### src/rtl/block_serial_subtractor.sv
// ============================================================================
// block_serial_subtractor
// ----------------------------------------------------------------------------
// Multi-cycle unsigned subtractor: diff = a - b - bin (mod 2^N), bout = borrow
// out of bit N-1. The operands are processed BLOCK_SIZE bits per clock, from
// the least significant block upward. Each block has a borrow-skip mux: when
// every bit pair in the block is equal, the block's borrow out is its borrow
// in, which shortens the critical path. The result does not depend on which
// path is taken.
//
// Parameters:
//   N           operand width in bits (>= 1)
//   BLOCK_SIZE  bits processed per clock (>= 1); NB = ceil(N / BLOCK_SIZE)
//
// Ports:
//   clk        in   rising-edge clock
//   rst_n      in   asynchronous active-low reset
//   in_valid   in   operands valid
//   in_ready   out  operands can be accepted (only in IDLE)
//   a          in   [N]  minuend
//   b          in   [N]  subtrahend
//   bin        in   borrow in
//   out_valid  out  result valid (DONE state)
//   out_ready  in   consumer accepts the result
//   diff       out  [N]  a - b - bin, modulo 2^N
//   bout       out  borrow out (1 when a < b + bin, unsigned)
//   skip_cnt   out  [$clog2(NB+1)]  blocks of the current operation that took
//                   the skip path (only when BSS_SKIP_CNT_EN is defined)
//
// Build option:
//   BSS_SKIP_CNT_EN  adds the skip_cnt output and its counter. Without it the
//                    port and the counter are absent; function is unchanged.
//
// Timing: out_valid rises exactly NB cycles after the accepting edge. With
// out_ready held high a new result is available every NB+1 cycles, because
// in_ready is low in DONE and only returns the cycle after the handoff.
// ============================================================================
module block_serial_subtractor #(
    parameter int N          = 16,
    parameter int BLOCK_SIZE = 4
) (
    input  logic          clk,
    input  logic          rst_n,
    input  logic          in_valid,
    output logic          in_ready,
    input  logic [N-1:0]  a,
    input  logic [N-1:0]  b,
    input  logic          bin,
    output logic          out_valid,
    input  logic          out_ready,
    output logic [N-1:0]  diff,
    output logic          bout
`ifdef BSS_SKIP_CNT_EN
    ,
    output logic [$clog2((N + BLOCK_SIZE - 1) / BLOCK_SIZE + 1) - 1:0] skip_cnt
`endif
);

    // ------------------------------------------------------------------------
    // Derived sizes
    // ------------------------------------------------------------------------
    localparam int NB = (N + BLOCK_SIZE - 1) / BLOCK_SIZE;
    localparam int W  = NB * BLOCK_SIZE;
    localparam int IW = (NB > 1) ? $clog2(NB) : 1;

    localparam logic [IW-1:0] LAST_IDX = IW'(NB - 1);

    typedef enum logic [1:0] {
        IDLE = 2'd0,
        RUN  = 2'd1,
        DONE = 2'd2
    } state_t;

    state_t state;
    state_t next_state;

    // ------------------------------------------------------------------------
    // Datapath storage
    // ------------------------------------------------------------------------
    // Operands are held zero-extended to W bits and shifted right one block
    // per cycle, so the block being processed is always in the low slice.
    // Result blocks enter at the top of diff_sh and after NB shifts block 0
    // sits at bit 0. This avoids a wide index-driven read/write mux.
    logic [W-1:0]          a_sh;
    logic [W-1:0]          b_sh;
    logic [W-1:0]          diff_sh;
    logic [W-1:0]          diff_next;
    logic                  borrow;
    logic [IW-1:0]         idx;

    logic [BLOCK_SIZE-1:0] a_blk;
    logic [BLOCK_SIZE-1:0] b_blk;
    logic [BLOCK_SIZE-1:0] blk_diff;
    logic                  ripple_bout;
    logic                  propagate;
    logic                  blk_bout;

    logic                  accept;
    logic                  step;

    assign a_blk  = a_sh[BLOCK_SIZE-1:0];
    assign b_blk  = b_sh[BLOCK_SIZE-1:0];
    assign accept = (state == IDLE) && in_valid;
    assign step   = (state == RUN);

    // ------------------------------------------------------------------------
    // One block of ripple-borrow subtraction
    // ------------------------------------------------------------------------
    always_comb begin
        logic br;
        br       = borrow;
        blk_diff = '0;
        for (int i = 0; i < BLOCK_SIZE; i++) begin
            blk_diff[i] = a_blk[i] ^ b_blk[i] ^ br;
            br          = (~a_blk[i] & b_blk[i]) | (~(a_blk[i] ^ b_blk[i]) & br);
        end
        ripple_bout = br;
    end

    // Borrow-skip mux: equal bit pairs pass the incoming borrow straight
    // through, which is also what the ripple chain computes in that case.
    assign propagate = (a_blk == b_blk);
    assign blk_bout  = propagate ? borrow : ripple_bout;

    // Next value of the result shift register: shift down one block and
    // insert the freshly computed block at the top.
    always_comb begin
        diff_next                        = diff_sh >> BLOCK_SIZE;
        diff_next[W-1 -: BLOCK_SIZE]     = blk_diff;
    end

    // ------------------------------------------------------------------------
    // FSM: state register
    // ------------------------------------------------------------------------
    always_ff @(posedge clk or negedge rst_n) begin
        if (!rst_n) begin
            state <= IDLE;
        end else begin
            state <= next_state;
        end
    end

    // ------------------------------------------------------------------------
    // FSM: next-state logic
    // ------------------------------------------------------------------------
    always_comb begin
        next_state = state;
        case (state)
            IDLE: if (in_valid)          next_state = RUN;
            RUN:  if (idx == LAST_IDX)   next_state = DONE;
            DONE: if (out_ready)         next_state = IDLE;
            default:                     next_state = IDLE;
        endcase
    end

    // ------------------------------------------------------------------------
    // FSM: outputs
    // ------------------------------------------------------------------------
    always_comb begin
        in_ready  = (state == IDLE);
        out_valid = (state == DONE);
    end

    // ------------------------------------------------------------------------
    // Datapath registers
    // ------------------------------------------------------------------------
    // diff_sh is not cleared on accept: it only matters while out_valid is
    // high, and by then every block has been overwritten. The borrow register
    // doubles as bout once the last block (including zero pad bits, which
    // simply pass the borrow) has been processed.
    always_ff @(posedge clk or negedge rst_n) begin
        if (!rst_n) begin
            a_sh    <= '0;
            b_sh    <= '0;
            diff_sh <= '0;
            borrow  <= 1'b0;
            idx     <= '0;
        end else if (accept) begin
            a_sh    <= W'(a);
            b_sh    <= W'(b);
            borrow  <= bin;
            idx     <= '0;
        end else if (step) begin
            a_sh    <= a_sh >> BLOCK_SIZE;
            b_sh    <= b_sh >> BLOCK_SIZE;
            diff_sh <= diff_next;
            borrow  <= blk_bout;
            idx     <= idx + IW'(1);
        end
    end

    assign diff = diff_sh[N-1:0];
    assign bout = borrow;

`ifdef BSS_SKIP_CNT_EN
    // ------------------------------------------------------------------------
    // Skip-path counter
    // ------------------------------------------------------------------------
    localparam int CW = $clog2(NB + 1);

    logic [CW-1:0] skip_r;

    always_ff @(posedge clk or negedge rst_n) begin
        if (!rst_n) begin
            skip_r <= '0;
        end else if (accept) begin
            skip_r <= '0;
        end else if (step && propagate) begin
            skip_r <= skip_r + CW'(1);
        end
    end

    assign skip_cnt = skip_r;
`endif

endmodule
### config.mk
export PLATFORM = sky130hd
export DESIGN_NAME = block_serial_subtractor
export DESIGN_NICKNAME = d
export VERILOG_FILES = /design/src/rtl/block_serial_subtractor.sv
export SDC_FILE = /design/constraint.sdc
export NUM_CORES = 1
export LEC_CHECK = 0
export CAP_MARGIN = 20
export CORE_MARGIN = 5
export CORE_UTILIZATION = 40
export CTS_CLUSTER_SIZE = 24
export DETAILED_ROUTE_END_ITERATION = 7
export GPL_ROUTABILITY_DRIVEN = 0
export PLACE_DENSITY = 0.66
export SYNTH_ARGS = -nofsm -noshare
export SYNTH_HDL_FRONTEND = slang
export SYNTH_SLANG_ARGS = --single-unit
### constraint.sdc
create_clock -name clk -period 2.4 [get_ports clk]
set_input_delay 0.48 -clock clk [delete_from_list [all_inputs] [get_ports clk]]
set_output_delay 0.48 -clock clk [all_outputs]
set_load 0.02 [all_outputs]
* Word-level counts from Yosys, hierarchy flattened
Index checks and enable logic that the tools add are counted.
** Word-level totals
- ROM bits :: 0
- Memories kept :: 0
- RAM bits :: 0
- Flip-flop bits (word level) :: 53
- Latch bits :: 0
- Output and inout port bits :: 19
** Operators by class
- Shifts and indexed selects :: 0
- Multiply operators :: 0
- Div/mod/pow operators :: 0
- Mux-type cells :: 13
- Reductions and logical operators :: 6
- Equality and inequality tests :: 8
- $lt $le $gt $ge :: 0
- Bitwise gates (word level) :: 29
- Add/subtract/negate cells :: 1
** Operator list (number)
- 16-bit 2-to-1 mux :: 4
- 2-bit 2-to-1 mux :: 5
- 1-bit NOT :: 9
- 1-bit AND :: 8
- 1-bit bitwise XOR :: 8
- 2-bit by 1-bit inequality test with 1-bit output, second input constant :: 3
- 2-bit one-hot mux with 3 select lines :: 1
- 2-bit equality test, second input constant :: 2
- 4-bit equality test :: 1
- 1-bit bitwise OR :: 4
- 2-bit AND reduction :: 2
- 1-bit 2-to-1 mux :: 3
- 3-bit AND reduction :: 1
- 2-bit by 1-bit adder with 2-bit output, second input constant :: 1
- 2-bit by 1-bit equality test with 1-bit output, second input constant :: 1
- 2-bit zero test :: 1
- 2-bit inequality test, second input constant :: 1
- 2-bit nonzero test :: 1
- 1-bit logical AND :: 1

* Longest topological paths before layout
Gate-level depths: netlist of the first run.
- Depth in word-level cells :: 13
- Depth in mapped cells :: 10

* Worst setup path after synthesis of the first run
Ideal clock, no wire load.
- Path type :: register to register
- From :: reg borrow (netlist: bout)
- To :: reg borrow (netlist: bout)
- Arrival time :: 2.060 ns
- Buffers on the path :: 0
- Path slack :: 0.220 ns
- Cell stages (with the launch flop) :: 11
- Clock period less this slack :: 2.180 ns
- Path through :: dfrtp_1 inv_1 fa_1 inv_1 fa_1 fa_1 inv_1 fa_1 inv_1 a31o_2 a2bb2oi_2
** On the way
- Word-level cells in the longest chain between the ends :: 11
** RTL lines
- from (decl) :: line 88 : logic borrow;
- from (signal assigned) :: line 181 : borrow <= bin;
- from (signal assigned) :: line 187 : borrow <= blk_bout;
- 1-bit AND :: line 115 : br = (~a_blk[i] & b_blk[i]) | (~(a_blk[i] ^ b_blk[i]) & br);
- 1-bit bitwise OR :: line 115
- 1-bit AND :: line 115
- 1-bit bitwise OR :: line 115
- 1-bit AND :: line 115
- 1-bit bitwise OR :: line 115
- 1-bit AND :: line 115
- 1-bit bitwise OR :: line 115
- 1-bit 2-to-1 mux :: line 123 : assign blk_bout = propagate ? borrow : ripple_bout;
- 1-bit 2-to-1 mux :: line 183 : end else if (step) begin
- 1-bit 2-to-1 mux :: line 178 : end else if (accept) begin
No other way between the ends. The select of a mux whose other input is x is not followed.
A chain may end at the register's enable or synchronous reset.

* Worst setup path after layout of the first run
Ends and elaborated chain as after synthesis.

==> flow_results.xml, run 1 <==
<?xml version="1.0" encoding="UTF-8"?>
<metrics>
  <group name="floorplanning">
    <metric name="io-pin-count" unit="">56</metric>
    <metric name="initial_utilization" unit="%">40.7</metric>
    <metric name="die_span_y" unit="µm">87.4</metric>
    <metric name="floorplan.rows" unit="">28</metric>
    <metric name="fp.dieW" unit="µm">87.4</metric>
    <metric name="design.core.area" unit="µm²">5890</metric>
    <metric name="fp.dieArea" unit="µm²">7640</metric>
  </group>
  <group name="final_layout">
    <metric name="drive_gt1_share" unit="%">6.31</metric>
    <metric name="layout.nets" unit="">347</metric>
    <metric name="most-common-layout-cells" unit="">nand2_1 (111), clkdlybuf4s50_1 (54), dfrtp_1 (53)</metric>
    <metric name="fin_cells" unit="">376</metric>
    <metric name="areaGrowthSynthToFinish" unit="%">29.2</metric>
    <metric name="mostFrequentLayoutCell" unit="">nand2_1</metric>
    <metric name="antennaDiodeCount" unit="">0</metric>
  </group>
  <group name="global_routing">
    <metric name="grt_pass1_vias" unit="">1766</metric>
    <metric name="maximum_number_of_pins_on_one_net_before_global_route_repair" unit="">45</metric>
    <metric name="overflow" unit="">0</metric>
    <metric name="grt_antenna_before_repair" unit="">0</metric>
    <metric name="grt_pass1_wl" unit="µm">8150</metric>
    <metric name="grt_util_overall" unit="%">13.6</metric>
  </group>
  <group name="route">
    <metric name="totalWireLength" unit="µm">4780</metric>
    <metric name="first_iter_violations" unit="">64</metric>
    <metric name="vias_per_cell" unit="">4.72</metric>
    <metric name="final_antenna_net_count" unit="">0</metric>
    <metric name="drt_pass1_iterations" unit="">4</metric>
    <metric name="wl_per_cell" unit="µm">12.7</metric>
    <metric name="drcViolationCount" unit="">0</metric>
    <metric name="routed-via-count" unit="">1773</metric>
  </group>
  <group name="yosys">
    <metric name="synthXorXnorAreaFrac" unit="%">0</metric>
    <metric name="yosys.area_share.adder" unit="%">5.95</metric>
    <metric name="mappedNetlistNets" unit="">293</metric>
    <metric name="post_synth_num_cell_types" unit="">22</metric>
    <metric name="synth_compound_area_share" unit="%">12.4</metric>
    <metric name="combinational_family_with_the_most_area_after_synthesis" unit="">simple AND/OR/NAND/NOR gates</metric>
    <metric name="postSynthCellCount" unit="">247</metric>
    <metric name="synth_largest_area_cell" unit="">dfrtp_1</metric>
    <metric name="synth_seq_cells" unit="">53</metric>
    <metric name="syn-cell-area" unit="µm²">2400</metric>
    <metric name="share_of_cell_area_taken_by_muxes_after_synthesis" unit="%">0</metric>
    <metric name="top_post_synthesis_cells_by_area" unit="">dfrtp_1 (55%), nand2_1 (17%), a22oi_1 (7.5%), fa_1 (3.3%), buf_6 (3.3%)</metric>
    <metric name="synth-simple-area-share" unit="%">19.4</metric>
    <metric name="number_of_warnings_issued_by_yosys" unit="">0</metric>
    <metric name="synth-seq-area-share" unit="%">55.4</metric>
    <metric name="post-synth-top-area-fraction" unit="%">55.4</metric>
    <metric name="postSynthAreaPerCell" unit="µm²">9.70</metric>
  </group>
  <group name="setup_path">
    <metric name="worstRegToRegCells" unit="">10</metric>
    <metric name="worst_r2r_endpoint" unit="">bout$_DFFE_PN0P_</metric>
    <metric name="crit_type" unit="">flop to flop</metric>
    <metric name="regToRegStartpoint" unit="">bout$_DFFE_PN0P_</metric>
    <metric name="setup.reg_to_reg.worst_slack" unit="ns">0.21</metric>
    <metric name="required" unit="ns">2.60</metric>
    <metric name="setup.worst_path.end_class" unit="">flop</metric>
    <metric name="setup.worst_path.start_class" unit="">flop</metric>
    <metric name="path_max_fanout" unit="">2</metric>
    <metric name="endpoint_arrival_time_on_the_critical_path" unit="ns">2.39</metric>
  </group>
  <group name="sta">
    <metric name="hold_viol" unit="">0</metric>
    <metric name="timing.final.crit_share" unit="%">91.2</metric>
    <metric name="final-max-slew-violation-count" unit="">0</metric>
    <metric name="setup_viol" unit="">0</metric>
    <metric name="slew_headroom" unit="%">61.5</metric>
    <metric name="fin_ws" unit="ns">0.211</metric>
    <metric name="fin_skew" unit="ns">0.00717</metric>
    <metric name="timing.hold.ws" unit="ns">0.168</metric>
    <metric name="timing_worst_slew_pin_value" unit="ns">0.577</metric>
    <metric name="grt_setup_unrepaired" unit="">no</metric>
    <metric name="setup_tns" unit="ns">0</metric>
    <metric name="clock.fmax" unit="MHz">457</metric>
    <metric name="layout_min_cycle_time" unit="ns">2.19</metric>
  </group>
  <group name="placement">
    <metric name="dp_slack" unit="ns">0.203</metric>
    <metric name="dp.final_hpwl" unit="µm">3390</metric>
    <metric name="portBuffers" unit="">55</metric>
    <metric name="placed_cells" unit="">369</metric>
  </group>
  <group name="cts">
    <metric name="cts.root.buffer_cell" unit="">clkbuf_8</metric>
    <metric name="tritoncts" unit="">built</metric>
    <metric name="htree_levels" unit="">2</metric>
    <metric name="max-clock-path-buffers" unit="">2</metric>
    <metric name="worstSkewPairLatency" unit="ns">0.30</metric>
    <metric name="number_of_hold_buffers_added_after_cts" unit="">0</metric>
    <metric name="postCtsSetupBuffers" unit="">0</metric>
    <metric name="cts_inserted_buffers" unit="">5</metric>
    <metric name="cts.reportedPaths.clkPinSlew" unit="ns">0.09</metric>
    <metric name="cts.sink_count" unit="">53</metric>
    <metric name="post_cts_resized" unit="">0</metric>
  </group>
  <group name="power_and_ir_drop">
    <metric name="power_per_cell_area" unit="nW/µm²">1300</metric>
    <metric name="cellLeakagePower" unit="nW">1.50</metric>
    <metric name="max_vdd_drop" unit="mV">0.696</metric>
  </group>
  <group name="flow_run">
    <metric name="maxCapViolations" unit="">0</metric>
  </group>
  <group name="status">
    <metric name="outcome" unit="">finished, final reports clean</metric>
  </group>
  <group name="worst_hold_path">
    <metric name="hp-class" unit="">input pin to asynchronous set/reset pin</metric>
  </group>
</metrics>
[sequential cells by signal, summed over array words and instances (netlist names)]
register / flops
bout: 1
a_sh: 16
diff: 16
idx: 2
state: 2
b_sh: 16
[area by class of cell]
type,count,area (µm²)
multi-input cells,168,911
clock buffers,5,68.8
repair buffers,61,616
flip-flops and latches,53,1330
inverters,12,45.0
well taps,75,93.8
clock inverters,2,35.0
fillers,579,2790
[metrics by stage]
step | utilization [%] | power, mW | instance area, µm²
final | 52.6 | 4.03 | 3100
after CTS | 52.6 | 4.09 | 3100
after floorplan | - | 2.89 | 2400
after global placement | 50.8 | 3.45 | 2990
after detailed placement | 50.8 | 3.49 | 2990
after global routing | 52.6 | 4.38 | 3100
[report_power, final]
part           total [mW]  switching, mW  internal (mW)
clock               0.584          0.281          0.304
sequential           1.55          0.263           1.29
combinational        1.89           1.07          0.827
[worst max path at each step]
| stage | from | endpoint | slack (ns) | cells past startpoint |
|---|---|---|---|---|
| finish | bout$_DFFE_PN0P_ | bout$_DFFE_PN0P_ | 0.21 | 10 |
| global route | bout$_DFFE_PN0P_ | bout$_DFFE_PN0P_ | 0.09 | 10 |
| CTS | bout$_DFFE_PN0P_ | bout$_DFFE_PN0P_ | 0.19 | 10 |
| detailed placement | bout$_DFFE_PN0P_ | bout$_DFFE_PN0P_ | 0.20 | 10 |
| global placement | bout$_DFFE_PN0P_ | bout$_DFFE_PN0P_ | 0.27 | 10 |
| floorplan | bout$_DFFE_PN0P_ | bout$_DFFE_PN0P_ | 0.22 | 10 |
[worst max-delay path, stage by stage (launching register included)]
cell and delay (ns):
dfrtp_1 0.39, inv_1 0.10, fa_1 0.18, inv_1 0.05, fa_1 0.37, fa_1 0.37, inv_1 0.09, fa_1 0.16
inv_1 0.04, a31o_2 0.20, a2bb2oi_2 0.15
[per-layer routing]
metal  up-vias  wire [µm]  track usage, %
met2        45       2180            21.8
met4         0         54            3.77
met3         6        318            3.78
met1       825       2220            17.9
li1        897          -               -
met5         -          0               0
[Yosys cell counts]
master,count
o21bai_2,1
nand2b_1,1
nor3b_4,1
fa_1,4
inv_1,12
nand2_1,111
a31o_2,1
o21ai_1,4
a2bb2oi_2,1
nor2b_1,2
ha_1,5
buf_4,3
buf_2,4
o21ai_0,8
buf_6,7
a22o_1,1
nor2_1,1
o21bai_1,1
a21oi_1,1
nand4_1,1
dfrtp_1,53
a22oi_1,24
[logic make-up after synthesis]
group | Yosys count
buffers and inverters | 26
and+or+nand+nor | 117
adders and majority gates | 9
DFF | 53
AOI/OAI and AO/OA | 42
Note: power is estimated with default switching activity, not from simulation.
==> inputs of run 2 (changes only) <==
- CTS_BUF_LIST: unset -> sky130_fd_sc_hd__clkbuf_4
==> run 2 against run 1 <==
  * First-iteration DRC count is 22% higher
  * Die area stayed put
  * Register-to-register slack worse by 0.03 ns
  * Total power is 2.5% lower
  * Critical path type is now flop to output pin
  * Largest power group unchanged
==> flow_results.xml, run 2 (synthesis results as in run 1) <==
<?xml version="1.0" encoding="UTF-8"?>
<metrics>
  <group name="status">
    <metric name="outcome" unit="">finished, final reports clean</metric>
  </group>
  <group name="final_layout">
    <metric name="utilization" unit="%">52.1</metric>
    <metric name="layout.nets" unit="">347</metric>
    <metric name="most-common-layout-cells" unit="">nand2_1 (111), clkdlybuf4s50_1 (54), dfrtp_1 (53)</metric>
    <metric name="areaGrowthSynthToFinish" unit="%">27.9</metric>
    <metric name="mostFrequentLayoutCell" unit="">nand2_1</metric>
    <metric name="drive_gt1_share" unit="%">6.31</metric>
    <metric name="antennaDiodeCount" unit="">0</metric>
  </group>
  <group name="power_and_ir_drop">
    <metric name="power.total" unit="mW">3.93</metric>
    <metric name="max_vdd_drop" unit="mV">0.661</metric>
    <metric name="cellLeakagePower" unit="nW">1.49</metric>
    <metric name="power_per_cell_area" unit="nW/µm²">1280</metric>
  </group>
  <group name="sta">
    <metric name="hold_viol" unit="">0</metric>
    <metric name="setup_tns" unit="ns">0</metric>
    <metric name="timing_worst_slew_pin_value" unit="ns">0.578</metric>
    <metric name="fin_skew" unit="ns">0.00630</metric>
    <metric name="setup_viol" unit="">0</metric>
    <metric name="clock.fmax" unit="MHz">451</metric>
    <metric name="slew_headroom" unit="%">61.5</metric>
    <metric name="timing.final.crit_share" unit="%">92.3</metric>
    <metric name="grt_setup_unrepaired" unit="">no</metric>
    <metric name="final-max-slew-violation-count" unit="">0</metric>
    <metric name="layout_min_cycle_time" unit="ns">2.21</metric>
  </group>
  <group name="placement">
    <metric name="portBuffers" unit="">55</metric>
    <metric name="dp.final_hpwl" unit="µm">3390</metric>
  </group>
  <group name="floorplanning">
    <metric name="initial_utilization" unit="%">40.7</metric>
    <metric name="die_span_y" unit="µm">87.4</metric>
    <metric name="design.core.area" unit="µm²">5890</metric>
    <metric name="fp.dieW" unit="µm">87.4</metric>
    <metric name="fp.dieArea" unit="µm²">7640</metric>
    <metric name="floorplan.rows" unit="">28</metric>
    <metric name="io-pin-count" unit="">56</metric>
  </group>
  <group name="global_routing">
    <metric name="overflow" unit="">0</metric>
    <metric name="most_crowded_layer_after_global_routing" unit="">met2</metric>
    <metric name="grt_antenna_before_repair" unit="">0</metric>
    <metric name="maximum_number_of_pins_on_one_net_before_global_route_repair" unit="">45</metric>
    <metric name="grt_util_met1" unit="%">18.0</metric>
    <metric name="grt_pass1_vias" unit="">1772</metric>
    <metric name="grt_pass1_wl" unit="µm">8120</metric>
    <metric name="grt_util_overall" unit="%">13.5</metric>
    <metric name="groute.layer.met3.usage" unit="%">3.78</metric>
    <metric name="grt.met2_usage" unit="%">21.6</metric>
  </group>
  <group name="setup_path">
    <metric name="path_max_fanout" unit="">6</metric>
    <metric name="endpoint_arrival_time_on_the_critical_path" unit="ns">1.73</metric>
    <metric name="setup.worst_path.start_class" unit="">flop</metric>
    <metric name="crit_type" unit="">flop to output pin</metric>
    <metric name="setup.worst_path.end_class" unit="">output pin</metric>
    <metric name="required" unit="ns">1.92</metric>
  </group>
  <group name="route">
    <metric name="drcViolationCount" unit="">0</metric>
    <metric name="first_iter_violations" unit="">78</metric>
    <metric name="totalWireLength" unit="µm">4780</metric>
    <metric name="drt_pass1_iterations" unit="">4</metric>
    <metric name="routed-via-count" unit="">1773</metric>
    <metric name="wl_per_cell" unit="µm">12.7</metric>
    <metric name="vias_per_cell" unit="">4.72</metric>
    <metric name="final_antenna_net_count" unit="">0</metric>
  </group>
  <group name="cts">
    <metric name="post_cts_resized" unit="">0</metric>
    <metric name="postCtsSetupBuffers" unit="">0</metric>
    <metric name="cts_inserted_buffers" unit="">5</metric>
    <metric name="cts.reportedPaths.clkPinSlew" unit="ns">0.14</metric>
    <metric name="tritoncts" unit="">built</metric>
    <metric name="htree_levels" unit="">2</metric>
    <metric name="worstSkewPairLatency" unit="ns">0.37</metric>
    <metric name="number_of_hold_buffers_added_after_cts" unit="">0</metric>
    <metric name="cts.root.buffer_cell" unit="">clkbuf_4</metric>
    <metric name="max-clock-path-buffers" unit="">2</metric>
    <metric name="cts.sink_count" unit="">53</metric>
  </group>
  <group name="worst_hold_path">
    <metric name="hp-class" unit="">input pin to asynchronous set/reset pin</metric>
  </group>
  <group name="flow_run">
    <metric name="maxCapViolations" unit="">0</metric>
  </group>
</metrics>
==> run 2: changes by cell type in the layout (fill, tap and decap cells not counted) <==
cell / before / now
clkbuf_4: 0 / 5
clkbuf_8: 5 / 0
==> run 2: area by class of cell <==
cell class / instances / area [µm²]
fillers: 582 / 2820
flip-flops and latches: 53 / 1330
multi-input cells: 168 / 911
repair buffers: 61 / 616
well taps: 75 / 93.8
inverters: 12 / 45.0
clock buffers: 5 / 37.5
clock inverters: 2 / 35.0
==> run 2: report_power, final <==
part           switching (mW)  internal (mW)
Clock                   0.272          0.213
Combinational            1.07          0.827
Sequential              0.263           1.29
==> run 2: worst paths after layout <==
kind | startpoint | to | slack [ns] | depth (start not counted)
hold / removal | rst_n | a_sh[2]$_DFFE_PN0P_ | 0.09 | 1
max in group asynchronous | rst_n | b_sh[2]$_DFFE_PN0P_ | 1.77 | 2
hold reg to reg | diff[0]$_DFFE_PN0P_ | diff[0]$_DFFE_PN0P_ | 0.49 | 2
min in group clk | diff[0]$_DFFE_PN0P_ | diff[0]$_DFFE_PN0P_ | 0.49 | 2
setup / recovery | state[1]$_DFFE_PN0P_ | out_valid | 0.19 | 2
setup reg to reg | bout$_DFFE_PN0P_ | bout$_DFFE_PN0P_ | 0.19 | 10
==> run 2: worst max-delay path, stage by stage (launching register included) <==
cell and delay (ns):
dfrtp_1 0.51, nor2b_1 0.23, clkdlybuf4s50_1 0.63
==> run 2: routing by layer <==
metal	share of wire [%]	up-vias
met5	0	-
met4	1.1	0
met3	6.8	7
met2	45	49
met1	47	817
li1	-	900
==> run 2: per-stage QoR <==
step / hold slack, ns / cell area, µm² / std cells / setup slack (ns)
after CTS: 0.0878 / 3060 / 376 / 0.155
after global placement: 0.457 / 2990 / 369 / 0.270
final: 0.0855 / 3060 / 376 / 0.185
after detailed placement: 0.461 / 2990 / 369 / 0.203
after global routing: 0.0984 / 3060 / 376 / 0.0830
after floorplan: 0.184 / 2400 / 247 / 0.220
==> inputs of run 3 (changes only) <==
- CORE_MARGIN: 5 -> 1.5
- GPL_ROUTABILITY_DRIVEN: 0 -> unset
==> run 3 against run 2 <==
  * Largest power group unchanged
  * Largest cell class unchanged
  * Core utilization increased by 0.59 points
  * Final cell count is the same
  * Sequential share of layout area down 0.23 points
==> flow_results.xml, run 3 (synthesis results as in run 1) <==
<?xml version="1.0" encoding="UTF-8"?>
<metrics>
  <group name="route">
    <metric name="drt_pass1_iterations" unit="">4</metric>
    <metric name="routed-via-count" unit="">1834</metric>
    <metric name="wl_per_cell" unit="µm">12.9</metric>
    <metric name="totalWireLength" unit="µm">4830</metric>
    <metric name="vias_per_cell" unit="">4.88</metric>
    <metric name="final_antenna_net_count" unit="">0</metric>
    <metric name="first_iter_violations" unit="">79</metric>
    <metric name="drcViolationCount" unit="">0</metric>
  </group>
  <group name="floorplanning">
    <metric name="floorplan.rows" unit="">28</metric>
    <metric name="die_span_y" unit="µm">80.4</metric>
    <metric name="initial_utilization" unit="%">41.0</metric>
    <metric name="fp.dieW" unit="µm">80.4</metric>
    <metric name="fp.dieArea" unit="µm²">6460</metric>
    <metric name="io-pin-count" unit="">56</metric>
    <metric name="design.core.area" unit="µm²">5850</metric>
  </group>
  <group name="sta">
    <metric name="setup_viol" unit="">0</metric>
    <metric name="final-max-slew-violation-count" unit="">0</metric>
    <metric name="layout_min_cycle_time" unit="ns">2.26</metric>
    <metric name="fin_skew" unit="ns">0.0102</metric>
    <metric name="clock.fmax" unit="MHz">443</metric>
    <metric name="timing_worst_slew_pin_value" unit="ns">0.496</metric>
    <metric name="grt_setup_unrepaired" unit="">no</metric>
    <metric name="setup_tns" unit="ns">0</metric>
    <metric name="timing.final.crit_share" unit="%">94.1</metric>
    <metric name="hold_viol" unit="">0</metric>
    <metric name="slew_headroom" unit="%">67.0</metric>
  </group>
  <group name="setup_path">
    <metric name="regToRegStartpoint" unit="">bout$_DFFE_PN0P_</metric>
    <metric name="setup.worst_path.end_class" unit="">flop</metric>
    <metric name="critical-path-max-stage-delay" unit="ns">0.40</metric>
    <metric name="crit_type" unit="">flop to flop</metric>
    <metric name="required" unit="ns">2.68</metric>
    <metric name="setup.worst_path.start_class" unit="">flop</metric>
    <metric name="crit_chain" unit="">inv_1, fa_1, inv_1, fa_1, fa_1, inv_1, fa_1, inv_1, a31o_2, a2bb2oi_2</metric>
    <metric name="crit_family" unit="">adder cells</metric>
    <metric name="path_max_fanout" unit="">2</metric>
    <metric name="cp.buffers_inverters" unit="">4</metric>
    <metric name="critPathLaunch" unit="">bout$_DFFE_PN0P_</metric>
    <metric name="slowest_stage_cell_crit_path" unit="">dfrtp_1</metric>
    <metric name="endpoint_arrival_time_on_the_critical_path" unit="ns">2.54</metric>
  </group>
  <group name="cts">
    <metric name="cts.sink_count" unit="">53</metric>
    <metric name="number_of_hold_buffers_added_after_cts" unit="">0</metric>
    <metric name="max-clock-path-buffers" unit="">2</metric>
    <metric name="worstSkewPairLatency" unit="ns">0.38</metric>
    <metric name="cts.reportedPaths.clkPinSlew" unit="ns">0.15</metric>
    <metric name="postCtsSetupBuffers" unit="">0</metric>
    <metric name="post_cts_resized" unit="">0</metric>
    <metric name="cts_inserted_buffers" unit="">5</metric>
    <metric name="tritoncts" unit="">built</metric>
    <metric name="cts.root.buffer_cell" unit="">clkbuf_4</metric>
    <metric name="htree_levels" unit="">2</metric>
  </group>
  <group name="power_and_ir_drop">
    <metric name="max_vdd_drop" unit="mV">0.610</metric>
    <metric name="power.total" unit="mW">4.00</metric>
    <metric name="power_per_cell_area" unit="nW/µm²">1300</metric>
    <metric name="cellLeakagePower" unit="nW">1.49</metric>
  </group>
  <group name="final_layout">
    <metric name="most-common-layout-cells" unit="">nand2_1 (111), clkdlybuf4s50_1 (54), dfrtp_1 (53)</metric>
    <metric name="multi_input_area" unit="µm²">911</metric>
    <metric name="mostFrequentLayoutCell" unit="">nand2_1</metric>
    <metric name="layout.nets" unit="">346</metric>
    <metric name="antennaDiodeCount" unit="">0</metric>
    <metric name="areaGrowthSynthToFinish" unit="%">28.6</metric>
    <metric name="seqCellArea" unit="µm²">1330</metric>
    <metric name="drive_gt1_share" unit="%">6.31</metric>
    <metric name="fillers" unit="">541</metric>
  </group>
  <group name="global_routing">
    <metric name="grt_antenna_before_repair" unit="">0</metric>
    <metric name="grt_pass1_vias" unit="">1906</metric>
    <metric name="grt_pass1_wl" unit="µm">8540</metric>
    <metric name="overflow" unit="">0</metric>
    <metric name="maximum_number_of_pins_on_one_net_before_global_route_repair" unit="">54</metric>
    <metric name="grt_util_overall" unit="%">17.1</metric>
  </group>
  <group name="placement">
    <metric name="gp_routability_congestion" unit="">0.768</metric>
    <metric name="dp.final_hpwl" unit="µm">3210</metric>
    <metric name="portBuffers" unit="">55</metric>
  </group>
  <group name="status">
    <metric name="outcome" unit="">finished, final reports clean</metric>
  </group>
  <group name="flow_run">
    <metric name="maxCapViolations" unit="">0</metric>
  </group>
  <group name="worst_hold_path">
    <metric name="hp-class" unit="">input pin to asynchronous set/reset pin</metric>
  </group>
</metrics>
-- run 3: changes by cell type in the layout (fill, tap and decap cells not counted), sizes merged --
cell      before  now
buf            7    6
clkinvlp       0    1
-- run 3: layout make-up --
type,count,share of cell area [%]
clock inverters,3,1.50
flip-flops and latches,53,43.1
inverters,12,1.46
multi-input cells,168,29.6
well taps,75,3.05
repair buffers,60,20.1
clock buffers,5,1.22
-- run 3: through the flow --
stage,setup slack (ns),util (%),std cells,instance area (µm²),hold WS (ns)
5_1_grt,0.0209,52.7,376,3080,0.0642
6_report,0.142,52.7,376,3080,0.0550
4_1_cts,0.129,52.7,376,3080,0.0585
3_5_place_dp,0.197,51.2,368,3000,0.464
2_1_floorplan,0.220,-,247,2400,0.184
3_3_place_gp,0.273,51.2,368,3000,0.457
-- run 3: where the power goes --
group	leakage, nW	switching, mW	total (mW)	internal, mW
logic	0.770	1.09	1.94	0.849
clock network	0.0414	0.291	0.512	0.221
registers	0.677	0.267	1.55	1.29
-- run 3: final timing paths --
kind	end	slack (ns)	cells after the start
max reg2reg	bout$_DFFE_PN0P_	0.14	10
max	bout$_DFFE_PN0P_	0.14	10
max in group asynchronous	diff[14]$_DFFE_PN0P_	2.09	2
min reg2reg	diff[3]$_DFFE_PN0P_	0.49	2
min	diff[2]$_DFFE_PN0P_	0.05	2
min in group clk	diff[3]$_DFFE_PN0P_	0.49	2
-- run 3: per-layer routing --
metal  GRT usage (%)  vias up  wire length, µm
li1                -      899                -
met1            20.7      874             2180
met2            30.2       59             2350
met3            4.89        2              290
met4            3.62        0               18
met5               0        -                0
==> RTL edit 1: new RTL, settings of run 2 <==
The 3 states of `state_t` get a one-hot encoding in 3 bits.
--- a/src/rtl/block_serial_subtractor.sv
+++ b/src/rtl/block_serial_subtractor.sv
@@ -67,6 +67,6 @@
 
-    typedef enum logic [1:0] {
-        IDLE = 2'd0,
-        RUN  = 2'd1,
-        DONE = 2'd2
+    typedef enum logic [2:0] {
+        IDLE = 3'b001,
+        RUN  = 3'b010,
+        DONE = 3'b100
     } state_t;
Formal check against the unedited RTL: same outputs for any inputs over 10 cycles, from zero or initial values and one cycle with rst_n low; not proved beyond that.
==> RTL edit 1 against run 2 <==
  * Synthesized cell count is 14% lower
  * Wire length grew 3.4%
  * Total power fell by 2.9%
  * Critical endpoint unchanged
  * Critical path depth unchanged
  * First-iteration DRC count shrank 35%
  * Final area rose by 1.2%
  * Setup slack worse by 43 ps
  * Maximum frequency shrank 1.9%
  * Sequential cell count increased by 1
  * Synthesized area up 0.84%
  * Utilization grew 0.64 points
==> RTL edit 1: results (changes against run 2) <==
- Worst vdd ir: 0.456 mV (-31%)
- The met1 usage in global routing came to 18.1% (+0.088 points).
- Sequential element share of the synthesized area: 56.0% (+0.63 points)
* Total routing usage reported by global routing: 13.8% (+0.38 points)
- The arrival time at the worst endpoint is 1780 ps (+50 ps).
* Post-Route Skew: 13.7 ps (+7.45 ps)
* Routing usage on met2: 22.1% (+0.55 points)
* Initial DRC count: 51 (-35%)
- Final #Nets: 312 (-10%)
* Number of distinct library cells after synthesis: 28 (+27%)
- The peak fanout along the critical path is 9 (+3).
* Worst R2R Setup Slack: 220 ps (+30 ps)
- In this run the clock root is driven by a sky130_fd_sc_hd__clkbuf_4.
- Slew margin rel.: 59.6% (-1.8 points)
- The wire length on met1 is 2220 um (-1.8%).
* Met2 routed wirelength: 2270 um (+6.0%)
- The post-synthesis net count is 258 (-12%).
- The via count of the first global-routing pass is 1,774 (+0.11%).
- The share of layout cells above drive strength 1 is 7.87% (+1.6 points).
- Number of filler cells placed in the layout: 565 (-2.9%)
- First-pass GRT wire length: 8310 um (+2.3%)
- Clock latency on the worst-skew pair, taken at its later pin, is 380 ps.
* Via-per-instance ratio: 5.09 (+8.0%)
- Most instantiated cells after synthesis: sky130_fd_sc_hd__dfrtp_1 (53), sky130_fd_sc_hd__nand2_1 (47), sky130_fd_sc_hd__a22o_1 (26)
* Global routing met3 resource utilization: 4.33% (+0.54 points)
* Share of async-settable or async-resettable flops after synthesis: 100% (unchanged)
- The worst setup slack before clock tree synthesis was 234 ps (+31.2 ps).
- Worst hold-check path type: in -> async
* Leakage power figure: 1.53 nW (+3.1%)
- Part of the cycle the worst path needs: 94.1% (+1.8 points)
- The number of synthesis warnings came to 0 (unchanged).
- The met3 wire length is 380 um (+17%).
- Top post-synthesis cells by area: sky130_fd_sc_hd__dfrtp_1 (55%), sky130_fd_sc_hd__a22o_1 (9.4%), sky130_fd_sc_hd__nand2_1 (7.3%), sky130_fd_sc_hd__a21o_1 (5.6%), sky130_fd_sc_hd__fa_1 (3.3%)
- The number of buffers created by CTS is 5 (unchanged).
- Routed WL: 4940 um (+3.4%)
* Detailed placer's ending HPWL: 3530 um (+4.2%)
- Status: finished clean
- Max clock buf depth: 2 (unchanged)
RTL edit 1: changes by cell type in the layout (fill, tap and decap cells not counted), moves of 3 or more:
| cell | delta |
|---|---|
| sky130_fd_sc_hd__a22oi_1 | -24 |
| sky130_fd_sc_hd__nor3_1 | +6 |
| sky130_fd_sc_hd__a21o_1 | +18 |
| sky130_fd_sc_hd__a221o_1 | +6 |
| sky130_fd_sc_hd__a22o_1 | +25 |
| sky130_fd_sc_hd__inv_1 | -3 |
| sky130_fd_sc_hd__nand2_1 | -64 |
| sky130_fd_sc_hd__o21ai_0 | -6 |
| sky130_fd_sc_hd__o21ai_1 | -4 |
| sky130_fd_sc_hd__nand3b_1 | +3 |
| sky130_fd_sc_hd__or3b_2 | +3 |
RTL edit 1: worst paths after layout:
check,from,cells after the start,endpoint
worst max-delay path,state[2]$_DFFE_PN0P_,2,out_valid
worst min-delay path,rst_n,1,state[1]$_DFFE_PN0P_
worst max register to register,b_sh[0]$_DFFE_PN0P_,9,diff[15]$_DFFE_PN0P_
worst min register to register,diff[2]$_DFFE_PN0P_,2,diff[2]$_DFFE_PN0P_
max in group asynchronous,rst_n,2,b_sh[4]$_DFFE_PN0P_
min in group clk,diff[2]$_DFFE_PN0P_,2,diff[2]$_DFFE_PN0P_
RTL edit 1: final cells by class:
| class | instances | share of cell area [%] |
|---|---|---|
| multi-input cells | 135 | 30.9 |
| inverters | 9 | 1.09 |
| well taps | 75 | 3.03 |
| flip-flops and latches | 54 | 43.6 |
| clock buffers | 7 | 1.69 |
| clock inverters | 1 | 0.121 |
| repair buffers | 61 | 19.5 |
RTL edit 1: kinds of logic after synthesis:
kind of cell               Yosys count  synth area share [%]
AOI/OAI and AO/OA                   57                  19.2
and+or+nand+nor                     68                  13.6
xor gates and xnor gates             1                 0.363
buffers and inverters               23                  4.92
DFF                                 54                  56.0
adders and majority gates            9                  5.90
RTL edit 1: worst max-delay path: cells and delay by family (launching register included):
kind	cells	cell delay, ps
simple gates	1	220
flops	1	560
buf+inv	1	630
RTL edit 1: through the flow:
step	util, %	std cells	power (mW)	cell area, um2	hold slack [ps]
3_3_place_gp	51.7	334	3.40	3040	438
3_5_place_dp	51.7	334	3.47	3040	442
6_report	52.7	342	3.81	3100	15.5
4_1_cts	52.7	342	3.88	3100	18.9
5_1_grt	52.7	342	4.16	3100	19.6
2_1_floorplan	-	212	2.81	2420	184
RTL edit 1: power breakdown:
| part | switching [mW] | internal (mW) | total [mW] |
|---|---|---|---|
| clock network | 0.269 | 0.136 | 0.405 |
| registers | 0.286 | 1.33 | 1.62 |
| logic | 0.900 | 0.889 | 1.79 |
| total | 1.46 | 2.36 | 3.81 |
==> RTL edit 2: new RTL, flow settings as in run 2 <==
Made on the original files. Change the parameter `BLOCK_SIZE` from 4 to 8.
--- a/src/rtl/block_serial_subtractor.sv
+++ b/src/rtl/block_serial_subtractor.sv
@@ -39,3 +39,3 @@
     parameter int N          = 16,
-    parameter int BLOCK_SIZE = 4
+    parameter int BLOCK_SIZE = 8
 ) (
Function: changed (a bounded check fails within 4 cycles, from zero or initial values and one cycle with rst_n low).
==> RTL edit 2 against run 2 <==
  * The flow now finishes with violations (negative setup slack)
  * Die area increased by 3.8%
  * Sequential cell count shrank 1
  * Count of clock-buffer cells in the layout unchanged
  * Utilization is 2.1 points higher
  * Clock power is 2% higher
  * Critical path depth grew 11
  * Non-clock buffer count up 7
  * Total power increased by 7.8%
  * Synthesized area increased by 4.3%
  * Synthesized cell count grew 1.6%
  * Wire length up 8.3%
  * Sequential share of layout area fell by 3.1 points
  * Setup slack worse by 1300 ps
  * Final area rose by 5.8%
  * Largest power group unchanged
  * Highest routed layer unchanged
==> RTL edit 2: results (changes against run 2) <==
- Warnings from Yosys: 0 (unchanged)
- The synthesized instance count came to 251 (+1.6%).
* # placed instances: 380 (+3.0%)
* Diode count: 0 (unchanged)
- The path class of the tightest hold or removal check is in -> async.
- Total routing usage reported by global routing: 14.5% (+1.1 points)
- The wire length of the first global-routing pass came to 8780 um (+8.2%).
- The maximum clock insertion buffer count came to 2 (unchanged).
* Synth top area share: 52.1% (-3.3 points)
- The detailed-route wire length came to 5170 um (+8.3%).
* Final count of negative-setup-slack endpoints: 5 (+5)
* Detailed placer's ending HPWL: 3860 um (+14%)
* Routing usage on met2: 25.0% (+3.5 points)
* Initial DRC count: 71 (-9.0%)
- Final #Nets: 365 (+5.2%)
- Worst-case setup margin in the final layout: -1080 ps (-1260 ps)
- Crit-path max cell delay: 440 ps (-190 ps)
- Number of filler cells placed in the layout: 577 (-0.86%)
- Clock tree synthesis selected as its root buffer the cell sky130_fd_sc_hd__clkbuf_4.
* Hold Worst Slack: 77.9 ps (-7.57 ps)
- The post-synthesis net count is 304 (+3.8%).
- Among all stages on the critical path, the largest delay is contributed by sky130_fd_sc_hd__dfrtp_2.
- The fraction of registers with async set/reset was 100% (unchanged).
- The mean number of vias per cell is 4.69 (-0.47%).
* First-pass detailed-route iteration total: 4 (unchanged)
- Placed instance area: 3160 um2 (+5.7%)
- Worst vdd ir: 0.551 mV (-17%)
* Vias in the first global route: 1,911 (+7.8%)
- Least-Margin Pin Slew: 663 ps (+85.1 ps)
* Crit-path leading delay family: adder cells
- The share of layout cells above drive strength 1 is 13.7% (+7.4 points).
- The met1 usage in global routing was 18.3% (+0.35 points).
- The starting density of the core was 41.7% (+1.0 points).
- Worst Path Max Fanout: 2 (-4)
- The insertion delay to the later sink of the worst-skew pair came to 370 ps (about the same).
- Global routing met3 resource utilization: 3.59% (-0.19 points)
- Sequential element share of the synthesized area: 52.1% (-3.3 points)
- Post-Route Skew: 8.80 ps (+2.50 ps)
* Post-CTS Setup Inserts: 0 (unchanged)
- Violations in the final reports: negative setup slack
- The count of cell types in the netlist is 26 (+18%).
- Critical path data arrival time: 3750 ps (+2020 ps)
* Most instantiated cells after synthesis: sky130_fd_sc_hd__nand2_1 (101), sky130_fd_sc_hd__dfrtp_1 (52), sky130_fd_sc_hd__a22oi_1 (16)
* Clock-pin slew reported for the worst setup and hold paths after clock tree synthesis: approximately 150 ps
* Status: complete, but fails checks
- The number of buffers created by CTS is 5 (unchanged).
- Sorting the synthesized cells by area gives the leading types as sky130_fd_sc_hd__dfrtp_1 (52%), sky130_fd_sc_hd__nand2_1 (15%), sky130_fd_sc_hd__fa_1 (6.4%), sky130_fd_sc_hd__a22oi_1 (4.8%), sky130_fd_sc_hd__ha_1 (4.0%).
- Via count: 1,821 (+2.7%)
- Leakage power figure: 1.58 nW (+5.9%)
- The number of port buffers came to 55 (unchanged).
- The initial antenna violation count was 0 (unchanged).
- The number of levels in the clock H-tree was 2 (unchanged).
- Total Neg Setup Slack: -3160 ps (-3160 ps)
* Largest net degree at the start of global routing: 41 (-8.9%)
## RTL edit 2: cells by family (layout without fill, tap and decap cells)
kind of cell	after synthesis	in the layout	share of synthesized area, %
muxes	2	2	0.801
AOI/OAI and AO/OA	28	28	7.71
adders and majority gates	16	16	10.4
buffers and inverters	28	90	6.26
and+or+nand+nor	125	125	22.7
DFF	52	52	52.1
## RTL edit 2: worst reg2reg max path: stages, from the launching register on
cell                      delay [ps]
sky130_fd_sc_hd__dfrtp_2         440
sky130_fd_sc_hd__inv_2            60
sky130_fd_sc_hd__fa_1            160
sky130_fd_sc_hd__inv_1            50
sky130_fd_sc_hd__fa_2            330
sky130_fd_sc_hd__fa_2            360
sky130_fd_sc_hd__fa_2            360
sky130_fd_sc_hd__fa_2            350
sky130_fd_sc_hd__fa_2            340
sky130_fd_sc_hd__fa_2            340
sky130_fd_sc_hd__inv_2            60
sky130_fd_sc_hd__fa_1            400
sky130_fd_sc_hd__nand2_1          80
sky130_fd_sc_hd__nand2_1          50
## RTL edit 2: layer usage
layer  routed length, um  up-vias  share of wire (%)
li1                    -      920                  -
met5                   0        -                  0
met1                2310      840                 45
met2                2450       56                 47
met3                 358        5                6.9
met4                  51        0               0.99
## RTL edit 2: area by class of cell
class	instances	area (um2)	share of cell area [%]
Inverter	14	52.6	1.62
Clock inverter	3	42.5	1.31
Multi-Input combinational cell	171	1060	32.6
Tap cell	75	93.8	2.89
Timing Repair Buffer	68	656	20.2
Clock buffer	5	37.5	1.16
Sequential cell	52	1300	40.2
## RTL edit 2: path summary, 6_finish.rpt
kind	from	to	cells past startpoint
setup / recovery	bout$_DFFE_PN0P_	diff[15]$_DFFE_PN0P_	13
hold / removal	rst_n	a_sh[9]$_DFFE_PN0P_	1
setup reg to reg	bout$_DFFE_PN0P_	diff[15]$_DFFE_PN0P_	13
hold reg to reg	diff[5]$_DFFE_PN0P_	diff[5]$_DFFE_PN0P_	2
max in group asynchronous	rst_n	bout$_DFFE_PN0P_	2
min in group clk	diff[5]$_DFFE_PN0P_	diff[5]$_DFFE_PN0P_	2
## RTL edit 2: where the power goes
| part | switching (mW) | internal [mW] | total (mW) |
|---|---|---|---|
| Clock | 0.276 | 0.218 | 0.494 |
| Combinational | 1.21 | 0.966 | 2.18 |
| Sequential | 0.282 | 1.28 | 1.56 |
| Total | 1.77 | 2.46 | 4.23 |
## RTL edit 2: repair_timing
action,4_1_cts,5_1_grt
endpoints found under the hold margin,0,0
endpoints found under the setup margin,5,5
resized for setup,1,0
